`src/rtl/sw_led_ctrl_if.sv`:
```
// Board-side signal bundle for sw_led_ctrl: raw switches in, LED and status out.
interface sw_led_ctrl_if;
  logic       sw0;
  logic       sw1;
  logic       led0;
  logic [1:0] sw_db;
  logic       chg;
  logic [1:0] state;

  modport master (output sw0, sw1, input led0, sw_db, chg, state);
  modport slave  (input sw0, sw1, output led0, sw_db, chg, state);
endinterface

```
`src/rtl/sw_led_ctrl.sv`:
```
// Synchronises and debounces two switches, forms f = db0 ^ db1 and drives led0
// through a Moore FSM: IDLE (off), ON (solid for a hold period), BLINK.
module sw_led_ctrl #(
  parameter int DB_CYCLES  = 4,
  parameter int ON_CYCLES  = 16,
  parameter int BLINK_HALF = 8
) (
  input  logic         clk,
  input  logic         rst,
  sw_led_ctrl_if.slave bus
);

  localparam int DB_W   = $clog2(DB_CYCLES + 1);
  localparam int HOLD_W = $clog2(ON_CYCLES + 1);
  localparam int BCNT_W = $clog2(BLINK_HALF + 1);

  localparam logic [DB_W-1:0]   DB_LAST   = DB_W'(DB_CYCLES - 1);
  localparam logic [HOLD_W-1:0] HOLD_LAST = HOLD_W'(ON_CYCLES - 1);
  localparam logic [BCNT_W-1:0] BCNT_LAST = BCNT_W'(BLINK_HALF - 1);

  typedef enum logic [1:0] {
    ST_IDLE  = 2'd0,
    ST_ON    = 2'd1,
    ST_BLINK = 2'd2,
    ST_BAD   = 2'd3
  } state_e;

  logic [1:0]        raw;
  logic [1:0]        s1_q, s1_d;
  logic [1:0]        s2_q, s2_d;
  logic [1:0]        db_q, db_d;
  logic [DB_W-1:0]   cnt_q [2];
  logic [DB_W-1:0]   cnt_d [2];
  logic              chg_q, chg_d;
  state_e            state_q, state_d;
  logic [HOLD_W-1:0] hold_q, hold_d;
  logic [BCNT_W-1:0] bcnt_q, bcnt_d;
  logic              phase_q, phase_d;
  logic              f;
  logic              led0;

  assign raw = {bus.sw1, bus.sw0};

  // Two-flop synchroniser per switch.
  always_comb begin
    s1_d = raw;
    s2_d = s1_q;
  end

  // A new level is accepted only after it has been seen DB_CYCLES edges in a row.
  always_comb begin
    // NOTE: every output gets a default first so no path can infer a latch.
    db_d = db_q;
    for (int i = 0; i < 2; i++) begin
      cnt_d[i] = '0;
      if (s2_q[i] != db_q[i]) begin
        if (cnt_q[i] == DB_LAST) db_d[i] = s2_q[i];
        else                     cnt_d[i] = cnt_q[i] + DB_W'(1);
      end
    end
    chg_d = (db_d != db_q);
  end

  assign f = db_q[0] ^ db_q[1];

  // f==0 is tested first so it wins over the hold timeout and the phase toggle.
  always_comb begin
    state_d = state_q;
    hold_d  = hold_q;
    bcnt_d  = bcnt_q;
    phase_d = phase_q;
    case (state_q)
      ST_IDLE: begin
        if (f) begin
          state_d = ST_ON;
          hold_d  = '0;
        end
      end
      ST_ON: begin
        if (!f) begin
          state_d = ST_IDLE;
        end else if (hold_q == HOLD_LAST) begin
          state_d = ST_BLINK;
          phase_d = 1'b1;
          bcnt_d  = '0;
        end else begin
          hold_d = hold_q + HOLD_W'(1);
        end
      end
      ST_BLINK: begin
        if (!f) begin
          state_d = ST_IDLE;
        end else if (bcnt_q == BCNT_LAST) begin
          phase_d = ~phase_q;
          bcnt_d  = '0;
        end else begin
          bcnt_d = bcnt_q + BCNT_W'(1);
        end
      end
      default: state_d = ST_IDLE;
    endcase
  end

  // Moore output: depends on registered state only.
  always_comb begin
    case (state_q)
      ST_ON:    led0 = 1'b1;
      ST_BLINK: led0 = phase_q;
      default:  led0 = 1'b0;
    endcase
  end

  always_ff @(posedge clk) begin
    // NOTE: non-blocking assignments keep every flop updating from pre-edge values.
    if (!rst) begin
      s1_q     <= '0;
      s2_q     <= '0;
      db_q     <= '0;
      cnt_q[0] <= '0;
      cnt_q[1] <= '0;
      chg_q    <= 1'b0;
      state_q  <= ST_IDLE;
      hold_q   <= '0;
      bcnt_q   <= '0;
      phase_q  <= 1'b0;
    end else begin
      s1_q     <= s1_d;
      s2_q     <= s2_d;
      db_q     <= db_d;
      cnt_q[0] <= cnt_d[0];
      cnt_q[1] <= cnt_d[1];
      chg_q    <= chg_d;
      state_q  <= state_d;
      hold_q   <= hold_d;
      bcnt_q   <= bcnt_d;
      phase_q  <= phase_d;
    end
  end

  assign bus.led0  = led0;
  assign bus.sw_db = db_q;
  assign bus.chg   = chg_q;
  assign bus.state = state_q;

endmodule

```
`src/flat_wrapper.sv`:
```
// flat-port wrapper written by rule: the top's interface ports become plain ports
module sw_led_ctrl_flat 
#(
  parameter int DB_CYCLES  = 4,
  parameter int ON_CYCLES  = 16,
  parameter int BLINK_HALF = 8
)
  (clk, rst, bus_sw0, bus_sw1, bus_led0, bus_sw_db, bus_chg, bus_state);
  sw_led_ctrl_if bus_i ();
  input  logic clk;
  input  logic rst;
  input wire logic [$bits(bus_i.sw0)-1:0] bus_sw0;
  input wire logic [$bits(bus_i.sw1)-1:0] bus_sw1;
  output wire logic [$bits(bus_i.led0)-1:0] bus_led0;
  output wire logic [$bits(bus_i.sw_db)-1:0] bus_sw_db;
  output wire logic [$bits(bus_i.chg)-1:0] bus_chg;
  output wire logic [$bits(bus_i.state)-1:0] bus_state;
  assign bus_i.sw0 = bus_sw0;
  assign bus_i.sw1 = bus_sw1;
  assign bus_led0 = bus_i.led0;
  assign bus_sw_db = bus_i.sw_db;
  assign bus_chg = bus_i.chg;
  assign bus_state = bus_i.state;
  sw_led_ctrl #(.DB_CYCLES(DB_CYCLES), .ON_CYCLES(ON_CYCLES), .BLINK_HALF(BLINK_HALF)) u_core (.clk(clk), .rst(rst), .bus(bus_i));
endmodule
```
`config.mk`:
```
export PLATFORM = sky130hd
export DESIGN_NAME = sw_led_ctrl_flat
export DESIGN_NICKNAME = d
export VERILOG_FILES = /design/src/rtl/sw_led_ctrl_if.sv /design/src/rtl/sw_led_ctrl.sv /design/src/flat_wrapper.sv
export SDC_FILE = /design/constraint.sdc
export NUM_CORES = 1
export LEC_CHECK = 0
export CAP_MARGIN = 40
export CORE_ASPECT_RATIO = 0.7
export CORE_UTILIZATION = 55
export DETAILED_ROUTE_END_ITERATION = 8
export PLACE_DENSITY = 0.76
export SYNTH_ARGS = -nofsm -noshare
export SYNTH_HDL_FRONTEND = slang
export SYNTH_SLANG_ARGS = --single-unit
```
`constraint.sdc`:
```
create_clock -name clk -period 2.1 [get_ports clk]
set_input_delay 0.315 -clock clk [delete_from_list [all_inputs] [get_ports clk]]
set_output_delay 0.315 -clock clk [all_outputs]
set_load 0.01 [all_outputs]
```
==> results of run 1 <==
==> layer usage <==
metal | routed length (um) | share of wire (%) | vias up | track usage (%)
met5 | 0 | 0 | - | 0
met4 | 13 | 0.63 | 0 | 5.49
met3 | 112 | 5.4 | 2 | 6.62
met2 | 861 | 42 | 26 | 30.8
met1 | 1070 | 52 | 405 | 24.8
li1 | - | - | 450 | -
==> synth_stat cells <==
master / count
nand3_1: 5
nor3_1: 1
and2_0: 1
o21ai_2: 1
o21ai_0: 2
a22oi_1: 2
xor2_1: 2
nor2b_1: 6
mux2i_1: 2
nand3b_1: 4
o31ai_1: 1
and2_1: 5
nand2_1: 5
or3b_1: 1
o211a_1: 1
inv_1: 7
o32ai_1: 2
nor2_1: 11
ha_1: 11
dfxtp_1: 25
nor4_1: 1
nand4b_1: 1
xor2_2: 1
and3_2: 1
and3_1: 2
nor4b_1: 1
a21boi_0: 2
a32o_1: 1
clkbuf_1: 2
buf_2: 1
o211ai_1: 1
nand2b_1: 6
xnor2_1: 4
a21oi_1: 4
a41o_1: 1
==> worst max-delay path: cells and delay by family, from the launching register on <==
kind	cells	cell delay, ns
simple gates	3	0.76
flops	1	0.40
compound gates	2	0.39
fa+ha+maj	2	0.34
==> cell type report <==
class                   count  area share [%]
clock buffers               3            1.68
inverters                   7            1.96
repair buffers             10            7.45
well taps                  22            2.05
flip-flops and latches     25            37.4
multi-input cells          89            49.1
clock inverters             1           0.372
==> state kept, by name, indices dropped and copies added (netlist names) <==
register / cells
u_core.bcnt_q: 4
u_core.bus.chg: 1
u_core.s2_q: 2
u_core.s1_q: 2
u_core.bus.sw_db: 2
u_core.bus.state: 2
u_core.hold_q: 5
u_core.phase_q: 1
u_core.cnt_q: 6
==> cells by family after synthesis <==
kind of cell    Yosys count
compound gates           18
mux                       2
buf+inv                  10
simple gates             51
flops                    25
fa+ha+maj                11
xor+xnor                  7
==> power by group <==
part	leakage, nW	switching [mW]	internal, mW
sequential	0.203	0.00886	0.488
clock	0.0177	0.138	0.0712
combinational	0.326	0.0525	0.0451
total	0.547	0.199	0.604
==> what timing repair did <==
action / in CTS / in global routing
resized for setup: 3 / 5
endpoints found under the setup margin: 1 / 3
pin swaps: 0 / 0
==> through the flow <==
stage	utilization [%]	power (mW)	hold WS (ns)	cells
finish	69.4	0.804	0.430	157
global route	69.4	0.840	0.445	157
CTS	68.6	0.808	0.433	157
detailed placement	66.9	0.599	0.414	153
global placement	66.9	0.595	0.408	153
floorplan	-	0.567	0.399	124
==> worst min-delay path by stage <==
stage / slack [ns] / start / to / cells after the start
2_1_floorplan: 0.40 / u_core.cnt_q[0][0] / u_core.cnt_q[0][0] / 1
3_3_place_gp: 0.41 / u_core.cnt_q[0][3] / u_core.cnt_q[0][3] / 1
3_5_place_dp: 0.41 / u_core.cnt_q[0][3] / u_core.cnt_q[0][3] / 1
4_1_cts: 0.43 / u_core.cnt_q[0][3] / u_core.cnt_q[0][3] / 1
5_1_grt: 0.45 / u_core.cnt_q[0][3] / u_core.cnt_q[0][3] / 1
6_report: 0.43 / u_core.cnt_q[0][3] / u_core.cnt_q[0][3] / 1
==> impl_results.md, run 1 <==
* Critical Path End: u_core.bcnt_q[3]
* Worst flop-to-flop path endpoint: u_core.bcnt_q[3]
* Vias in the first global route at 728
* Layout cell share with drive strength beyond 1 at just under 10%
* Vias/cell at between 5 and 6
* Starting density of the core at 61.1%
* Hold crit path type: register to register
* Post-CTS Setup Inserts at 0
* Multi-input logic area at roughly 660 um2
* Drt drc at 0
* WL final at 2.06 mm
* Worst Path Arrival at 2.20 ns
* Outcome: completed
* Chip width at ~57 um
* Register area share after synthesis at 42.3%
* First-pass GRT wire length at 3.20 mm
* 1st-pass router iterations at 4
* Maximum vdd ir drop at 0.514 mV
* Synth top area cells: dfxtp_1 42%, ha_1 12%, nor2_1 3.5%
* Dpl cell area at roughly 1300 um2
* Worst slew margin at 48.1%
* CP Capture Type: register
* R2R cell count at 7
* Total congestion overflow at 0
* Worst r2r src: u_core.hold_q[0]
* Commonest non-fill, non-tap cell in the layout: dfxtp_1
* Port bufs at 9
* Syn Inst Count at 124
* Netlist cell types at 35
* Sequential Area at 503 um2
* Design Area, Final at 1340 um2
* Largest net degree at the start of global routing at 25
* R2R setup slack at 0.13 ns
* Final Hold Vio Count at 0
* Setup TNS at 0 ns
* Post-synthesis mux area share at about 1.7%
* Leakage at 0.547 nW
* Largest family of logic cells by synthesized area: simple AND/OR/NAND/NOR gates
* Syn_area_per_cell at around 9.5 um2
* Warning count from the yosys run at 0
* Clk root buf: clkbuf_4
* I/O Pins at 10
* Clk_lat worst skew at roughly 0.32 ns
* Most frequent cells in the layout: 23 x dfxtp_1, 11 x nor2_1, 9 x ha_1
* Placeable core area at about 1900 um2
* Critical-path top delay cell: dfxtp_1
* Die Y at 40.8 um
* Crit path top cell by count: ha_1
* RePlAce Congestion at 0.735
* CP startpoint kind: register
* Final setup fails at 0
* H-tree levels at 1
* Setup Skew at between 0.01 and 0.015 ns
* TritonCTS Buffers at 3
* Row cnt at 13
* Final Cycle Share at 93.7%
* Routed WL per cell at 13.1 um
* Max incr delay on CP at 0.40 ns
* Hpwl dp at roughly 1.5 mm
* PwrDens at 598 nW/um2
* Die area at 2340 um2
* Worst-path clk slew at 0.14 ns
* DRT antenna net count at 0
* Final Critical Period at 1.97 ns
* Data required time of the critical path at 2.33 ns
* Cells along the critical path: ha_1 > and3_1 > ha_1 > and2_2 > o21ai_2 > or3b_1 > o32ai_1
* Antenna fix cells at 0
* Initial antenna violation count at 0
* XOR/XNOR Fraction of Synth Area at a little under 6%
* Crit path max fanout at 6
* CTS tree: yes
* Max-Cap Viols at 0
* Crit Path Class: register to register
* Adder-Cell Fraction of Synth Area at 11.6%
* Drt first-iter violations at 31
* Compound-gate portion of the synthesized area at 11.1%
* Fillers at between 150 and 200
* Via count at 883
* Syn-to-layout area delta at 13.7%
* RSZ-0062 raised after global routing: no
* Synthesis-stage register bit count at 25
* Worst Tran Pin Value at 0.773 ns
* CP startpoint: u_core.hold_q[0]
* Nets@finish at 151
* Max Slew Vio Count at 0
* # hold bufs at CTS at 0
* Synth area leader: dfxtp_1
* Dpl ws at just over 0.02 ns
* Clock sinks at 25
* Max Clk Rate at 508 MHz
* Synth Cell Area at around 1200 um2
* All-layer global routing usage at about a fifth
* Top-area cell type share of the netlist area at 42.3%
* CTS max path bufs at 2
* Worst Slack Setup Final at 0.132 ns
* Synth Net Count at 139
* Simple-gate portion of the synthesized area at 24.1%
Note: power is estimated with default switching activity, not from simulation.
==> inputs of run 2 (changes only) <==
Settings changed: GPL_ROUTABILITY_DRIVEN set to 0, SETUP_SLACK_MARGIN set to 0.15.
==> run 2 against run 1 <==
Routed wire length fell by 3.0%. First-iteration DRC count is 6.5% lower. Cell area is 0.56% higher. Count of clock-buffer cells in the layout unchanged. Critical endpoint unchanged.
==> impl_results.md, run 2 (synthesized netlist as in run 1, its figures left out) <==
* Outcome: completed
* Placeable core area at 1940 um2
* Drt drc at 0
* All-layer global routing usage at 19.6%
* Setup TNS at 0 ns
* Row cnt at 13
* DRT antenna net count at 0
* TritonCTS Buffers at 3
* Final Hold Vio Count at 0
* Met1 usage at 25.2%
* Met3 GRT Util at between 6 and 7%
* Design Area, Final at 1350 um2
* Vias/cell at 5.58
* # hold bufs at CTS at 0
* CTS tree: yes
* Max reg flops at 6
* Post-Layout Cell Count at 157
* Crit Path Class: register to register
* Leakage at 0.536 nW
* Crit path max fanout at 6
* Final Critical Period at 1.86 ns
* Biggest register: u_core.cnt_q
* Initial antenna violation count at 0
* Worst hold endpoint: u_core.cnt_q[0][3]
* Via count at approximately 900
* CP Capture Type: register
* Placed insts at 153
* RSZ-0062 raised after global routing: no
* Die Y at 40.8 um
* Die area at about 2300 um2
* Gr busiest metal: met2
* Starting density of the core at about three fifths
* R2R cell count at 7
* Hold crit path type: register to register
* Post-CTS Setup Inserts at 0
* Drt first-iter violations at 29
* Hpwl dp at 1.52 mm
* Final setup fails at 0
* Routed WL per cell at about 13 um
* Data required time of the critical path at 2.34 ns
* CTS max path bufs at 2
* I/O Pins at 10
* Total congestion overflow at 0
* Worst Slack Setup Final at approximately 0.24 ns
* Nets@finish at ~150
* Most frequent cells in the layout: 21 x dfxtp_1, 11 x nor2_1, 9 x ha_1
* Fillers at 162
* Clk_lat worst skew at 0.31 ns
* Hold Path Depth at 1
* Final Cycle Share at between 80% and 90%
* Max Clk Rate at between 500 and 600 MHz
* PwrDens at about 600 nW/um2
* Commonest non-fill, non-tap cell in the layout: dfxtp_1
* Worst slew margin at a little over half
* Worst-path clk slew at ~0.13 ns
* Chip width at approximately 57 um
* First-pass GRT wire length at 3.28 mm
* Max-Cap Viols at 0
* Largest net degree at the start of global routing at 25
* Met2 GRT Util at between 30% and 40%
* Vias in the first global route at 736
* Clock sinks at 25
* H-tree levels at 1
* Layout cell share with drive strength beyond 1 at 11.9%
* Syn-to-layout area delta at 14.3%
* Dpl ws at 0.0208 ns
* Dpl cell area at 1290 um2
* Worst flop-to-flop path endpoint: u_core.bcnt_q[3]
* Max Slew Vio Count at 0
* Biggest regs: u_core.cnt_q x6, u_core.hold_q x5, u_core.bcnt_q x4
* CP startpoint kind: register
* Antenna fix cells at 0
* Maximum vdd ir drop at 0.512 mV
* Worst Tran Pin Value at 0.700 ns
* Worst Path Arrival at 2.10 ns
* WL final at ~2.0 mm
* Port bufs at 9
* Setup Skew at roughly 0.0090 ns
* Clk root buf: clkbuf_4
* R2R setup slack at 0.24 ns
* Worst hold start: u_core.cnt_q[0][3]
* Worst r2r src: u_core.hold_q[0]
* 1st-pass router iterations at 4
[run 2: cell types whose count changed in the layout (fill, tap and decap cells not counted)]
| cell | before | now |
|---|---|---|
| o32ai_1 | 2 | 1 |
| dfxtp_1 | 23 | 21 |
| and2_2 | 1 | 0 |
| o32ai_2 | 0 | 1 |
| dlygate4sd2_1 | 0 | 1 |
| dlymetal6s2s_1 | 1 | 0 |
| and2_4 | 0 | 1 |
| dfxtp_2 | 2 | 4 |
[run 2: metal layers]
metal | up-vias | share of wire, %
met3 | 2 | 4.7
met4 | 0 | 0.65
li1 | 446 | -
met1 | 410 | 51
met5 | - | 0
met2 | 18 | 43
[run 2: layout make-up]
cell class	instances	area, um2	share of cell area [%]
clock buffers	3	22.5	1.67
clock inverters	1	5.00	0.370
inverters	7	26.3	1.94
multi-input cells	89	668	49.4
flip-flops and latches	25	505	37.4
well taps	22	27.5	2.04
repair buffers	10	96.3	7.13
[run 2: worst max path at each step]
stage | start | end | slack [ns] | cells past startpoint
after floorplan | u_core.hold_q[0] | u_core.bcnt_q[3] | 0.29 | 8
after CTS | u_core.hold_q[1] | u_core.bcnt_q[3] | 0.17 | 7
after detailed placement | u_core.hold_q[0] | u_core.bcnt_q[3] | 0.02 | 7
after global routing | u_core.hold_q[0] | u_core.bcnt_q[3] | 0.16 | 7
after global placement | u_core.hold_q[0] | u_core.bcnt_q[3] | 0.16 | 7
final | u_core.hold_q[0] | u_core.bcnt_q[3] | 0.24 | 7
[run 2: metrics by stage]
stage	hold slack [ns]	utilization, %	total power, mW
3_5_place_dp	0.414	66.9	0.599
6_report	0.430	69.8	0.803
5_1_grt	0.445	69.8	0.841
2_1_floorplan	0.399	-	0.567
4_1_cts	0.433	69.3	0.810
3_3_place_gp	0.408	66.9	0.595
[run 2: critical path, stage by stage, from the launching register on]
cell and delay [ns]:
dfxtp_2 0.37, ha_1 0.16, and3_1 0.16, ha_1 0.17
and2_4 0.19, o21ai_2 0.09, or3b_1 0.40, o32ai_2 0.27
[run 2: power by group]
part / switching (mW) / internal (mW) / total [mW]
clock network: 0.138 / 0.0712 / 0.209
logic: 0.0520 / 0.0450 / 0.0969
registers: 0.00883 / 0.488 / 0.497
total: 0.199 / 0.604 / 0.803
[run 2: what timing repair did]
action,4_1_cts,5_1_grt
pin swaps,0,0
endpoints found under the hold margin,0,0
gates resized for setup,9,3
endpoints found under the setup margin,3,3
==> inputs of run 3 (changes only) <==
Settings changed: ABC_CLOCK_PERIOD_IN_PS set to 2100.
==> results of run 3 <==
Same layout as run 2: the final DEF is identical, and so are final timing and power.
